[config.mk]
export PLATFORM = sky130hd
export DESIGN_NAME = mem_port_arbiter
export DESIGN_NICKNAME = d
export VERILOG_FILES = /design/src/rtl/mem_port_arbiter_pkg.sv /design/src/rtl/mem_port_arbiter_rr.sv /design/src/rtl/mem_port_arbiter.sv
export SDC_FILE = /design/constraint.sdc
export NUM_CORES = 1
export LEC_CHECK = 0
export ABC_AREA = 1
export ABC_CLOCK_PERIOD_IN_PS = 2410
export BUFFER_PORTS_ARGS = -buffer_cell sky130_fd_sc_hd__buf_2
export CAP_MARGIN = 20
export CORE_AREA = 2 2 119 121
export DETAILED_ROUTE_END_ITERATION = 7
export DIE_AREA = 0 0 121 123
export GPL_ROUTABILITY_DRIVEN = 0
export GPL_TIMING_DRIVEN = 0
export HOLD_SLACK_MARGIN = 0.08
export MAX_ROUTING_LAYER = met4
export SLEW_MARGIN = 20
export SYNTH_ARGS = -nofsm -noshare
export SYNTH_HDL_FRONTEND = slang
export SYNTH_SLANG_ARGS = --single-unit
[constraint.sdc]
create_clock -name clk_i -period 2.41 [get_ports clk_i]
set_clock_uncertainty 0.05 [all_clocks]
set_input_delay 0.241 -clock clk_i [delete_from_list [all_inputs] [get_ports clk_i]]
set_output_delay 0.241 -clock clk_i [all_outputs]
set_load 0.005 [all_outputs]
[src/rtl/mem_port_arbiter_pkg.sv]
// Shared core definitions for the memory port arbiter: FSM states and requester ids.
package mem_port_arbiter_pkg;

  // One memory transaction in flight at a time; the busy state records its owner.
  typedef enum logic [1:0] {
    ST_IDLE    = 2'd0,
    ST_IF_BUSY = 2'd1,
    ST_LS_BUSY = 2'd2
  } arb_state_e;

  // Requester identity, also used as the round-robin last-grant value.
  typedef enum logic {
    REQ_IF = 1'b0,
    REQ_LS = 1'b1
  } req_id_e;

endpackage

[src/rtl/mem_port_arbiter_rr.sv]
// Two-way round-robin picker: bit 0 = instruction fetch, bit 1 = load/store.
// A lone requester always wins; on contention the one not granted last wins.
module rr_arbiter2
  import mem_port_arbiter_pkg::*;
(
  input  logic [1:0] req,
  input  req_id_e    last_grant,
  output logic [1:0] gnt
);

  // Purely combinational one-hot grant.
  always_comb begin
    gnt = 2'b00;
    if (req == 2'b11) begin
      gnt = (last_grant == REQ_IF) ? 2'b10 : 2'b01;
    end else begin
      gnt = req;
    end
  end

endmodule

[src/rtl/mem_port_arbiter.sv]
// Shares one memory port between instruction fetch and load/store.
// Request side is driven combinationally from the granted requester in IDLE;
// the owner's response is passed straight through when the memory answers.
module mem_port_arbiter
  import mem_port_arbiter_pkg::*;
#(
  parameter int DATA_W = 32,
  parameter int ADDR_W = 32
) (
  input  logic                clk_i,
  input  logic                rst_ni,
  input  logic                if_req_valid_i,
  input  logic [ADDR_W-1:0]   if_req_addr_i,
  output logic                if_req_ready_o,
  output logic                if_rsp_valid_o,
  output logic [ADDR_W-1:0]   if_rsp_addr_o,
  output logic [DATA_W-1:0]   if_rsp_instr_o,
  input  logic                if_flush_i,
  input  logic                ls_req_valid_i,
  input  logic                ls_req_we_i,
  input  logic [DATA_W/8-1:0] ls_req_be_i,
  input  logic [ADDR_W-1:0]   ls_req_addr_i,
  input  logic [DATA_W-1:0]   ls_req_wdata_i,
  output logic                ls_req_ready_o,
  output logic                ls_rsp_valid_o,
  output logic [DATA_W-1:0]   ls_rsp_rdata_o,
  output logic                mem_req_valid_o,
  output logic                mem_req_we_o,
  output logic [DATA_W/8-1:0] mem_req_be_o,
  output logic [ADDR_W-1:0]   mem_req_addr_o,
  output logic [DATA_W-1:0]   mem_req_wdata_o,
  input  logic                mem_req_ready_i,
  input  logic                mem_rsp_valid_i,
  input  logic [DATA_W-1:0]   mem_rsp_rdata_i
);

  arb_state_e        state_q, state_d;
  req_id_e           last_grant_q, last_grant_d;
  logic              kill_q, kill_d;
  logic              ls_we_q, ls_we_d;
  logic [ADDR_W-1:0] if_addr_q, if_addr_d;
  logic [1:0]        gnt;
  logic              accept;

  rr_arbiter2 u_rr (
    .req        ({ls_req_valid_i, if_req_valid_i}),
    .last_grant (last_grant_q),
    .gnt        (gnt)
  );

  // State register; reset abandons any outstanding transaction.
  always_ff @(posedge clk_i or negedge rst_ni) begin
    if (!rst_ni) begin
      state_q      <= ST_IDLE;
      last_grant_q <= REQ_IF;
      kill_q       <= 1'b0;
      ls_we_q      <= 1'b0;
      if_addr_q    <= '0;
    end else begin
      state_q      <= state_d;
      last_grant_q <= last_grant_d;
      kill_q       <= kill_d;
      ls_we_q      <= ls_we_d;
      if_addr_q    <= if_addr_d;
    end
  end

  // Next state and all outputs; request side is gated by rst_ni so reset forces it to zero at once.
  always_comb begin
    state_d         = state_q;
    last_grant_d    = last_grant_q;
    kill_d          = kill_q;
    ls_we_d         = ls_we_q;
    if_addr_d       = if_addr_q;
    accept          = 1'b0;
    if_req_ready_o  = 1'b0;
    if_rsp_valid_o  = 1'b0;
    if_rsp_addr_o   = '0;
    if_rsp_instr_o  = '0;
    ls_req_ready_o  = 1'b0;
    ls_rsp_valid_o  = 1'b0;
    ls_rsp_rdata_o  = '0;
    mem_req_valid_o = 1'b0;
    mem_req_we_o    = 1'b0;
    mem_req_be_o    = '0;
    mem_req_addr_o  = '0;
    mem_req_wdata_o = '0;

    case (state_q)
      ST_IDLE: begin
        if (rst_ni) begin
          accept = (gnt != 2'b00) && mem_req_ready_i;
          if (gnt[0]) begin
            mem_req_valid_o = 1'b1;
            mem_req_be_o    = '1;
            mem_req_addr_o  = if_req_addr_i;
            if (accept) begin
              if_req_ready_o = 1'b1;
              state_d        = ST_IF_BUSY;
              last_grant_d   = REQ_IF;
              if_addr_d      = if_req_addr_i;
              kill_d         = if_flush_i;
            end
          end else if (gnt[1]) begin
            mem_req_valid_o = 1'b1;
            mem_req_we_o    = ls_req_we_i;
            mem_req_be_o    = ls_req_be_i;
            mem_req_addr_o  = ls_req_addr_i;
            mem_req_wdata_o = ls_req_wdata_i;
            if (accept) begin
              ls_req_ready_o = 1'b1;
              state_d        = ST_LS_BUSY;
              last_grant_d   = REQ_LS;
              ls_we_d        = ls_req_we_i;
            end
          end
        end
      end
      ST_IF_BUSY: begin
        if (mem_rsp_valid_i) begin
          state_d = ST_IDLE;
          kill_d  = 1'b0;
          // A redirect seen now or earlier makes this instruction stale.
          if (!kill_q && !if_flush_i) begin
            if_rsp_valid_o = 1'b1;
            if_rsp_addr_o  = if_addr_q;
            if_rsp_instr_o = mem_rsp_rdata_i;
          end
        end else if (if_flush_i) begin
          kill_d = 1'b1;
        end
      end
      ST_LS_BUSY: begin
        if (mem_rsp_valid_i) begin
          state_d        = ST_IDLE;
          ls_rsp_valid_o = 1'b1;
          ls_rsp_rdata_o = ls_we_q ? '0 : mem_rsp_rdata_i;
        end
      end
      default: state_d = ST_IDLE;
    endcase
  end

endmodule

==> metrics.txt, run 1 <==
run status=complete, no violations; layout net count=982; final period utilization=0.9351; Starting Density=0.2258; NetSw=0.001346 W; total power=0.003480 W; post-synthesis sequential area ratio=0.3013; core area=13610 um2; die width=121 um; Int Pwr=0.002134 W; Max Slew Vio Count=0; worst-path cell chain=inv_1 > ha_1 > nand3_1 > buf_2 > buf_1 > nor2_1 > buf_2; CTS max path bufs=2; post-synth top area cell=dfrtp_1; Post-DRT Antenna Nets=0; Inst Count DP=1010; area delta synth->final=65.47%; vias in the first global route=3751; layout cells sized above 1=0.4357; async set-reset flop share out of synthesis=1.000; RSZ-0062 raised after global routing=no; via/cell ratio=4.137; via count=4228; critical path data required time=2.12 ns; Non-Filler Instances=1022; Clk pwr share=0.244; PwrDens=684.3 nW/um2; Buffers on Ports=309; Clock Sinks=37; grt ovf=0; Die Height=123 um; Synth Warn #=0; Setup crit start kind=flip-flop; DP Wirelength=11030 um; die area=14880 um2; antenna violations before repair=3; EDFF count, synth=0; FMAX=443.7 MHz; register share of total power=0.310; top cells by count, synth=176 x nand2_1, 107 x nor2_1, 76 x inv_1, 37 x dfrtp_1, 33 x a21oi_1; slowest stage delay, CP=0.38 ns; Leak=3.262 nW; worst skew pair latency=0.28 ns; Synth Net Count=664; Primary FF master, synth=dfrtp_1; # setup viols final=0; critical hold path startpoint=if_req_addr_i[15]; largest net degree at the start of global routing=38; I/O pin count=310; DR WL/cell=13.24 um; Hold Vio Cnt, Final=0; peak supply drop=0.0003034 V; Synth Register Bits=37; Yosys cell types=21; Pre-antenna DRT Iters=4; Hold Crit Class=primary input to flip-flop; Root Driver=clkbuf_16; endpoint class of the critical path=output pin; most used cell, CP=buf_2; FILL cells=1569; synthesized area=3073 um2; design area=5085 um2; first-pass GRT wire length=19760 um; max_cap viols=0; RR Startpoint=state_q[0]; Worst Tran Pin Value=0.5085 ns; most frequent cell after synthesis=nand2_1; Min Clock Period, post-route=2.254 ns; setup TNS=0 ns; Cells after Synth=521; CTS tree=done; largest cells by area after synthesis=dfrtp_1 30%, nand2_1 21%, nor2_1 13%; Worst-path clk slew=0.06 ns; total CTS buffers=5; largest fanout on the critical path=10; Combinational Power Share=0.446; Core Rows=43; gr usage total=0.1745; Post-Route WL=13540 um; CP Class=flip-flop to output pin; Post-CTS Setup Bufs=0; H-tree depth=2; mean post-synth cell area=5.898 um2; Max transition margin=0.6610; Net Sw Frac=0.3867; dpl cell area=4845 um2; Crit. Startpoint=state_q[1]; post-synth top area share=0.3013; DRC Markers=0; 1st-iter DRT viols=167; crit path max-delay cell type=dfrtp_1; CP arrival=1.96 ns
[cell usage in the layout (no fill, tap or decap), types with 2 or more instances in the layout]
cell type / instances
buf_2: 328
nand2_1: 176
nor2_1: 107
inv_1: 76
dfrtp_1: 37
a21oi_1: 33
nor3b_1: 22
nor3b_2: 10
nand3_1: 6
o21ai_0: 6
clkbuf_1: 5
clkbuf_16: 5
inv_2: 4
nand2_2: 3
nor2_4: 3
clkbuf_2: 3
buf_6: 3
diode_2: 2
ha_1: 2
bufinv_16: 2
[per-stage QoR]
step / setup WS, ns / util / hold slack (ns)
floorplan: 0.8096 / - / -0.1046
global placement: -0.1794 / 0.3559 / 0.4035
detailed placement: -0.2005 / 0.3559 / 0.4043
CTS: 0.05152 / 0.3724 / 0.1062
global route: 0.01464 / 0.3736 / 0.1219
finish: 0.1564 / 0.3736 / 0.1146
[cell families after synthesis]
logic type,Yosys count,synth area share
adder cells (fa/ha/maj),3,0.01222
flip-flops,37,0.3013
AND/OR/NAND/NOR,330,0.4711
AO/OA/AOI/OAI,39,0.06352
buffers and inverters,112,0.1519
[sequential cells by signal, indices dropped and copies added, names as in the netlist]
signal / cells
if_addr_q: 32
state_q: 2
kill_q: 1
last_grant_q: 1
ls_we_q: 1
[layout make-up]
cell class	count	area, um2	area share
Multi-Input combinational cell	372	1688	0.3319
Timing Repair Buffer	311	1579	0.3105
Sequential cell	37	925.9	0.1821
Inverter	80	300.3	0.05906
Tap cell	180	225.2	0.04429
Buffer	32	171.4	0.03371
Clock buffer	5	125.1	0.02461
Clock inverter	3	65.06	0.01280
Antenna cell	2	5.005	0.0009843
[metal layers]
layer,up-vias,track usage,part of all wire
met5,-,-,0
met4,0,0.03706,0.011
met3,10,0.03229,0.069
met2,180,0.3121,0.51
met1,1858,0.2044,0.41
li1,2180,-,-
[final timing paths]
kind | end | slack, ns | cells past startpoint
min reg2reg | kill_q | 0.42 | 2
min in group asynchronous | if_addr_q[27] | 0.47 | 3
max reg2reg | if_addr_q[26] | 0.70 | 9
max | if_rsp_instr_o[24] | 0.16 | 7
max in group asynchronous | if_addr_q[3] | 1.63 | 3
min | if_addr_q[15] | 0.11 | 3
[power groups by stage]
| stage | logic, W | registers, W | clock network [W] |
|---|---|---|---|
| finish | 0.00155 | 0.00108 | 0.000849 |
| global placement | 0.00155 | 0.00108 | 0 |
| detailed placement | 0.00156 | 0.00108 | 0 |
| floorplan | 0.000953 | 0.00105 | 0 |
| CTS | 0.00157 | 0.00108 | 0.000878 |
| global route | 0.00180 | 0.00112 | 0.000905 |
[critical path: cells and delay by family, from the launching register on]
kind          cells  cell delay [ns]
buf+inv           4             0.88
simple gates      2             0.20
flops             1             0.38
fa+ha+maj         1             0.22
[what timing repair did]
item,CTS,global route
endpoints found under the setup margin,41,51
hold buffers,2,0
resized for setup,2,5
endpoints found under the hold margin,37,0
No activity file was read; power rests on OpenSTA's default activity.
==> run 2, diff against run 1 <==
--- a/config.mk
+++ b/config.mk
@@ -9,9 +9,9 @@
 export ABC_CLOCK_PERIOD_IN_PS = 2410
 export BUFFER_PORTS_ARGS = -buffer_cell sky130_fd_sc_hd__buf_2
 export CAP_MARGIN = 20
-export CORE_AREA = 2 2 119 121
+export CORE_AREA = 2 2 120 122
 export DETAILED_ROUTE_END_ITERATION = 7
-export DIE_AREA = 0 0 121 123
+export DIE_AREA = 0 0 122 124
 export GPL_ROUTABILITY_DRIVEN = 0
 export GPL_TIMING_DRIVEN = 0
 export HOLD_SLACK_MARGIN = 0.08
@@ -19,4 +19,5 @@
 export SLEW_MARGIN = 20
 export SYNTH_ARGS = -nofsm -noshare
 export SYNTH_HDL_FRONTEND = slang
+export SYNTH_HIERARCHICAL = 1
 export SYNTH_SLANG_ARGS = --single-unit
==> run 2 against run 1 <==
Critical endpoint is now if_rsp_instr_o[5]. Largest cell class unchanged. Combinational power down 4%. Worst hold slack better by 0.023 ns. Critical path depth up 1. Sequential share of layout area up 0.67 points. Worst setup slack better by 0.073 ns. Routed wire length down 10%. Fmax up 3.3%. Via count down 7.9%. Flip-flop and latch count unchanged. Core utilization down 1.6 points.
==> metrics.txt, run 2 <==
area delta synth->final=66.03% (was 65.47%); largest net degree at the start of global routing=42 (was 38); Max Slew Vio Count=0 (unchanged); Hold Crit Class=primary input to flip-flop (unchanged); async set-reset flop share out of synthesis=1.000 (unchanged); post-synth top area share=0.3134 (was 0.3013); RSZ-0062 raised after global routing=no (unchanged); # setup viols final=0 (unchanged); top cells by count, synth=119 x nor2_1, 110 x inv_1, 58 x nand2_1, 37 x dfrtp_1, 27 x a22o_1 (was 176 x nand2_1, 107 x nor2_1, 76 x inv_1, 37 x dfrtp_1, 33 x a21oi_1); post-synth top area cell=dfrtp_1 (unchanged); vias in the first global route=3410 (was 3751); FMAX=458.6 MHz (was 443.7 MHz); design area=4905 um2 (was 5085 um2); setup TNS=0 ns (unchanged); Compound-Gate Fraction of Synth Area=0.1499 (was 0.06352); I/O pin count=310 (unchanged); largest fanout on the critical path=10 (unchanged); DR WL/cell=12.68 um (was 13.24 um); H-tree depth=2 (unchanged); die area=15130 um2 (was 14880 um2); total CTS buffers=5 (unchanged); RR Startpoint=state_q[0] (unchanged); Yosys cell types=21 (unchanged); critical hold path startpoint=if_req_addr_i[9] (was if_req_addr_i[15]); final period utilization=0.9049 (was 0.9351); Pre-antenna DRT Iters=4 (unchanged); via count=3893 (was 4228); core area=13720 um2 (was 13610 um2); layout cells sized above 1=0.4781 (was 0.4357); most frequent cells in the layout=317 x buf_2, 119 x nor2_1, 110 x inv_1 (was 328 x buf_2, 176 x nand2_1, 107 x nor2_1); multiplexer share of the synthesized area=0 (unchanged); final setup margin=0.2293 ns (was 0.1564 ns); CP arrival=1.89 ns (was 1.96 ns); dpl cell area=4726 um2 (was 4845 um2); Primary FF master, synth=dfrtp_1 (unchanged); Clock Sinks=37 (unchanged); mean post-synth cell area=6.436 um2 (was 5.898 um2); FILL cells=1563 (was 1569); Post-Synth Adder-Cell Area=0.01271 (was 0.01221); Cells after Synth=459 (was 521); Worst-path clk slew=0.06 ns (about the same); Hold Vio Cnt, Final=0 (unchanged); endpoint class of the critical path=output pin (unchanged); synthesized area=2954 um2 (was 3073 um2); Starting Density=0.2153 (was 0.2258); first-pass GRT wire length=16910 um (was 19760 um); share of synthesized cell area in and, or, nand and nor gates=0.3028 (was 0.4711); Buffers on Ports=309 (unchanged); Top Registers=if_addr_q (32), state_q (2) (unchanged); peak supply drop=0.0002747 V (was 0.0003034 V); XOR/XNOR share of the synthesized area=0 (unchanged); die width=122 um (was 121 um); antenna violations before repair=0 (was 3); CTS max path bufs=2 (unchanged); gr usage total=0.1474 (was 0.1745); Synth Warn #=6 (was 0); pre-CTS setup slack=0.1144 ns (was -0.2005 ns); PwrDens=640.5 nW/um2 (was 684.3 nW/um2); Worst Tran Pin Value=0.4357 ns (was 0.5085 ns); EDFF count, synth=0 (unchanged); CTS tree=done (unchanged); Leak=3.320 nW (was 3.262 nW); total power=0.003142 W (was 0.003480 W); multi-input combinational cell area=1375 um2 (was 1688 um2); Die Height=124 um (was 123 um); main combinational cell family by area after synthesis=simple AND/OR/NAND/NOR gates (unchanged); Core Rows=43 (unchanged); run status=complete, no violations (unchanged); Root Driver=clkbuf_16 (unchanged); largest register by flop count=if_addr_q (unchanged); largest cells by area after synthesis=dfrtp_1 31%, nor2_1 15%, inv_1 14% (was dfrtp_1 30%, nand2_1 21%, nor2_1 13%); Post-Route WL=12140 um (was 13540 um); most frequent cell after synthesis=nor2_1 (was nand2_1); Max transition margin=0.7076 (was 0.6610); DP Wirelength=9988 um (was 11030 um); WHS=0.1371 ns (was 0.1146 ns); register area=925.9 um2 (unchanged); via/cell ratio=4.064 (was 4.137); Crit. Startpoint=state_q[1] (unchanged); Synth Net Count=602 (was 664); Post-CTS Setup Bufs=0 (unchanged); critical path data required time=2.12 ns (about the same); Setup crit start kind=flip-flop (unchanged); worst skew pair latency=0.28 ns (about the same); CP Class=flip-flop to output pin (unchanged); layout net count=920 (was 982); DRC Markers=0 (unchanged); post-synthesis sequential area ratio=0.3134 (was 0.3013); 1st-iter DRT viols=138 (was 167); most common cell after layout, fill and taps aside=buf_2 (unchanged); max_cap viols=0 (unchanged); Min Clock Period, post-route=2.181 ns (was 2.254 ns); Synth Register Bits=37 (unchanged); grt ovf=0 (unchanged); # diodes=0 (was 2); Post-DRT Antenna Nets=0 (unchanged); max reg flops=32 (unchanged)
==> run 2: cells by family after synthesis <==
family | count (synthesis)
AND/OR/NAND/NOR | 212
buffers and inverters | 140
AO/OA/AOI/OAI | 67
flip-flops | 37
adder cells (fa/ha/maj) | 3
==> run 2: power by group <==
group / leakage (nW) / internal (W) / switching, W
Sequential: 0.451 / 0.000923 / 0.0000930
Combinational: 2.80 / 0.000636 / 0.000850
Clock: 0.0706 / 0.000380 / 0.000259
Total: 3.32 / 0.00194 / 0.00120
==> run 2: final timing paths <==
| path | to | slack (ns) | cells after the start |
|---|---|---|---|
| max | if_rsp_instr_o[5] | 0.23 | 8 |
| min reg2reg | ls_we_q | 0.45 | 2 |
| max reg2reg | if_addr_q[17] | 0.71 | 7 |
| max in group asynchronous | kill_q | 1.60 | 3 |
| min in group asynchronous | if_addr_q[11] | 0.51 | 3 |
| min | if_addr_q[9] | 0.14 | 3 |
==> run 2: per-stage QoR <==
step / utilization / cells
3_5_place_dp: 0.3445 / 948
4_1_cts: 0.3546 / 956
6_report: 0.3575 / 958
3_3_place_gp: 0.3445 / 948
5_1_grt: 0.3575 / 958
2_1_floorplan: - / 459
==> run 2: final cells by class <==
class	instances	share of cell area
inverters	113	0.08648
plain buffers	27	0.04668
multi-input cells	282	0.2804
well taps	180	0.04592
clock inverters	2	0.002041
clock buffers	6	0.02628
repair buffers	311	0.3235
flip-flops and latches	37	0.1888
==> run 2: what timing repair did <==
action | 4_1_cts | 5_1_grt
endpoints found under the hold margin | 0 | 37
hold buffers | 0 | 2
resized for setup | 0 | 1
endpoints found under the setup margin | 0 | 11
==> run 2: worst max-delay path, stage by stage, from the launching register on <==
cell     delay, ns
dfrtp_1       0.39
inv_1         0.08
ha_1          0.18
nand2_1       0.12
nor3_4        0.16
inv_2         0.18
buf_6         0.19
nor2_1        0.14
buf_2         0.14
==> run 2: routing by layer <==
layer	global-route usage	share of wire	vias up
met4	0.02371	0.0037	0
met3	0.02427	0.070	2
li1	-	-	1991
met2	0.2716	0.51	170
met5	-	0	-
met1	0.1713	0.41	1730
==> run 3, diff against run 2 <==
--- a/config.mk
+++ b/config.mk
@@ -16,6 +16,7 @@
 export GPL_TIMING_DRIVEN = 0
 export HOLD_SLACK_MARGIN = 0.08
 export MAX_ROUTING_LAYER = met4
+export RECOVER_POWER = 25
 export SLEW_MARGIN = 20
 export SYNTH_ARGS = -nofsm -noshare
 export SYNTH_HDL_FRONTEND = slang
==> run 3 against run 2 <==
Die area unchanged. Worst hold slack improved by 0.0041 ns. Sequential power about the same. Via count rose by 0.51%. Largest power group unchanged.
==> metrics.txt, run 3 (synthesis results as in run 2) <==
run status=complete, no violations (unchanged); most common cell after layout, fill and taps aside=buf_2 (unchanged); largest fanout on the critical path=10 (unchanged); CTS tree=done (unchanged); gr usage total=0.1474 (unchanged); 1st-iter DRT viols=134 (was 138); die area=15130 um2 (unchanged); CP arrival=1.88 ns (was 1.89 ns); die width=122 um (unchanged); largest register by flop count=if_addr_q (unchanged); Setup crit start kind=flip-flop (unchanged); Buffers on Ports=309 (unchanged); Max transition margin=0.3688 (was 0.7076); Hold Vio Cnt, Final=0 (unchanged); CP Class=flip-flop to output pin (unchanged); vias in the first global route=3410 (unchanged); core area=13720 um2 (unchanged); RR Endpoint=if_addr_q[26] (was if_addr_q[17]); Post-DRT Antenna Nets=0 (unchanged); cell family with the largest share of critical-path delay=buffers and inverters (unchanged); design area=4872 um2 (was 4905 um2); Hold Crit Class=primary input to flip-flop (unchanged); layout net count=920 (unchanged); Post-CTS Setup Bufs=0 (unchanged); Pre-antenna DRT Iters=4 (unchanged); first-pass GRT wire length=16910 um (unchanged); # setup viols final=0 (unchanged); H-tree depth=2 (unchanged); multi-input combinational cell area=1375 um2 (unchanged); worst reg-to-reg path cell count=8 (was 7); Starting Density=0.2153 (unchanged); Critical Path Sink=if_rsp_instr_o[5] (unchanged); worst-path cell chain=inv_1 > ha_1 > nand2_1 > nor3_4 > inv_2 > buf_6 > nor2_1 > buf_2 (unchanged); final period utilization=0.9013 (was 0.9049); slowest stage delay, CP=0.39 ns (about the same); hold path cells=3 (unchanged); # diodes=0 (unchanged); Crit. Startpoint=state_q[1] (unchanged); FILL cells=1568 (was 1563); max reg flops=32 (unchanged); total CTS buffers=5 (unchanged); Max Slew Vio Count=0 (unchanged); antenna violations before repair=0 (unchanged); DP Wirelength=9988 um (unchanged); Min Clock Period, post-route=2.172 ns (was 2.181 ns); PwrDens=642.0 nW/um2 (was 640.5 nW/um2); setup TNS=0 ns (unchanged); register area=925.9 um2 (unchanged); Worst-path clk slew=0.06 ns (about the same); Leak=3.297 nW (was 3.320 nW); Core Rows=43 (unchanged); reg2reg setup slack=0.42 ns (was 0.71 ns); largest net degree at the start of global routing=42 (unchanged); max_cap viols=0 (unchanged); Util after Layout=0.3551 (was 0.3575); Top Registers=if_addr_q (32), state_q (2) (unchanged); crit path max-delay cell type=dfrtp_1 (unchanged); most frequent cells in the layout=315 x buf_2, 119 x nor2_1, 111 x inv_1 (was 317 x buf_2, 119 x nor2_1, 110 x inv_1); Post-Route WL=12140 um (about the same); via count=3913 (was 3893); dpl cell area=4726 um2 (unchanged); GR peak layer=met2 (unchanged); total power=0.003128 W (was 0.003142 W); CTS max path bufs=2 (unchanged); Crit. path cell count=8 (unchanged); grt ovf=0 (unchanged); DR WL/cell=12.67 um (was 12.68 um); via/cell ratio=4.085 (was 4.064); RSZ-0062 raised after global routing=no (unchanged); Die Height=124 um (unchanged); Worst Tran Pin Value=0.9468 ns (was 0.4357 ns); RR Startpoint=state_q[0] (unchanged); endpoint class of the critical path=output pin (unchanged); critical path data required time=2.12 ns (about the same); M1 GR Usage=0.1713 (unchanged); peak supply drop=0.0002717 V (was 0.0002747 V); Bufs and invs on worst path=4 (unchanged); Root Driver=clkbuf_16 (unchanged); FMAX=460.4 MHz (was 458.6 MHz); area delta synth->final=64.93% (was 66.03%); Clock Sinks=37 (unchanged); worst skew pair latency=0.28 ns (about the same); met2 Use GR=0.2716 (unchanged); I/O pin count=310 (unchanged); DRC Markers=0 (unchanged); met3 usage in global routing=0.02427 (unchanged); layout cells sized above 1=0.4717 (was 0.4781)
==> run 3: how the worst min path moves through the flow <==
stage                                to  slack (ns)              start
after floorplan            if_addr_q[0]       -0.10             rst_ni
after global placement    if_addr_q[11]        0.38             rst_ni
after detailed placement  if_addr_q[11]        0.39             rst_ni
after CTS                 if_addr_q[11]         0.1             rst_ni
after global routing      if_addr_q[11]        0.15  if_req_addr_i[11]
final                      if_addr_q[9]        0.14   if_req_addr_i[9]
==> run 3: what timing repair did <==
item	in CTS	in global routing
endpoints found under the setup margin	0	11
resized for setup	0	1
hold buffers	0	2
hold endpoints to repair	0	37
==> run 3: metrics by stage <==
step                      setup WS, ns  hold WS [ns]  cells
after detailed placement        0.1144        0.3919    948
after CTS                       0.1059       0.09546    956
after global placement          0.1400        0.3846    948
after floorplan                 0.8280       -0.1046    459
final                           0.2378        0.1412    958
after global routing           0.05974        0.1462    958
==> run 3: layer usage <==
layer	vias to the layer above	wire, um
li1	1991	-
met1	1751	5017
met2	169	6228
met3	2	845
met4	0	45
met5	-	0
==> run 3: tightest hold or removal path, stage by stage <==
cell	delay, ns
buf_2	0.09
nand2_1	0.04
o21ai_0	0.06
==> run 3: power by group <==
group,internal [W],switching (W)
clock network,0.000380,0.000257
logic,0.000627,0.000849
registers,0.000923,0.0000921
==> run 3: cell type report <==
cell class,count,share of cell area
Buffer,27,0.04520
Clock buffer,6,0.02645
Clock inverter,2,0.002054
Inverter,113,0.08706
Multi-Input combinational cell,282,0.2822
Sequential cell,37,0.1900
Tap cell,180,0.04622
Timing Repair Buffer,311,0.3208
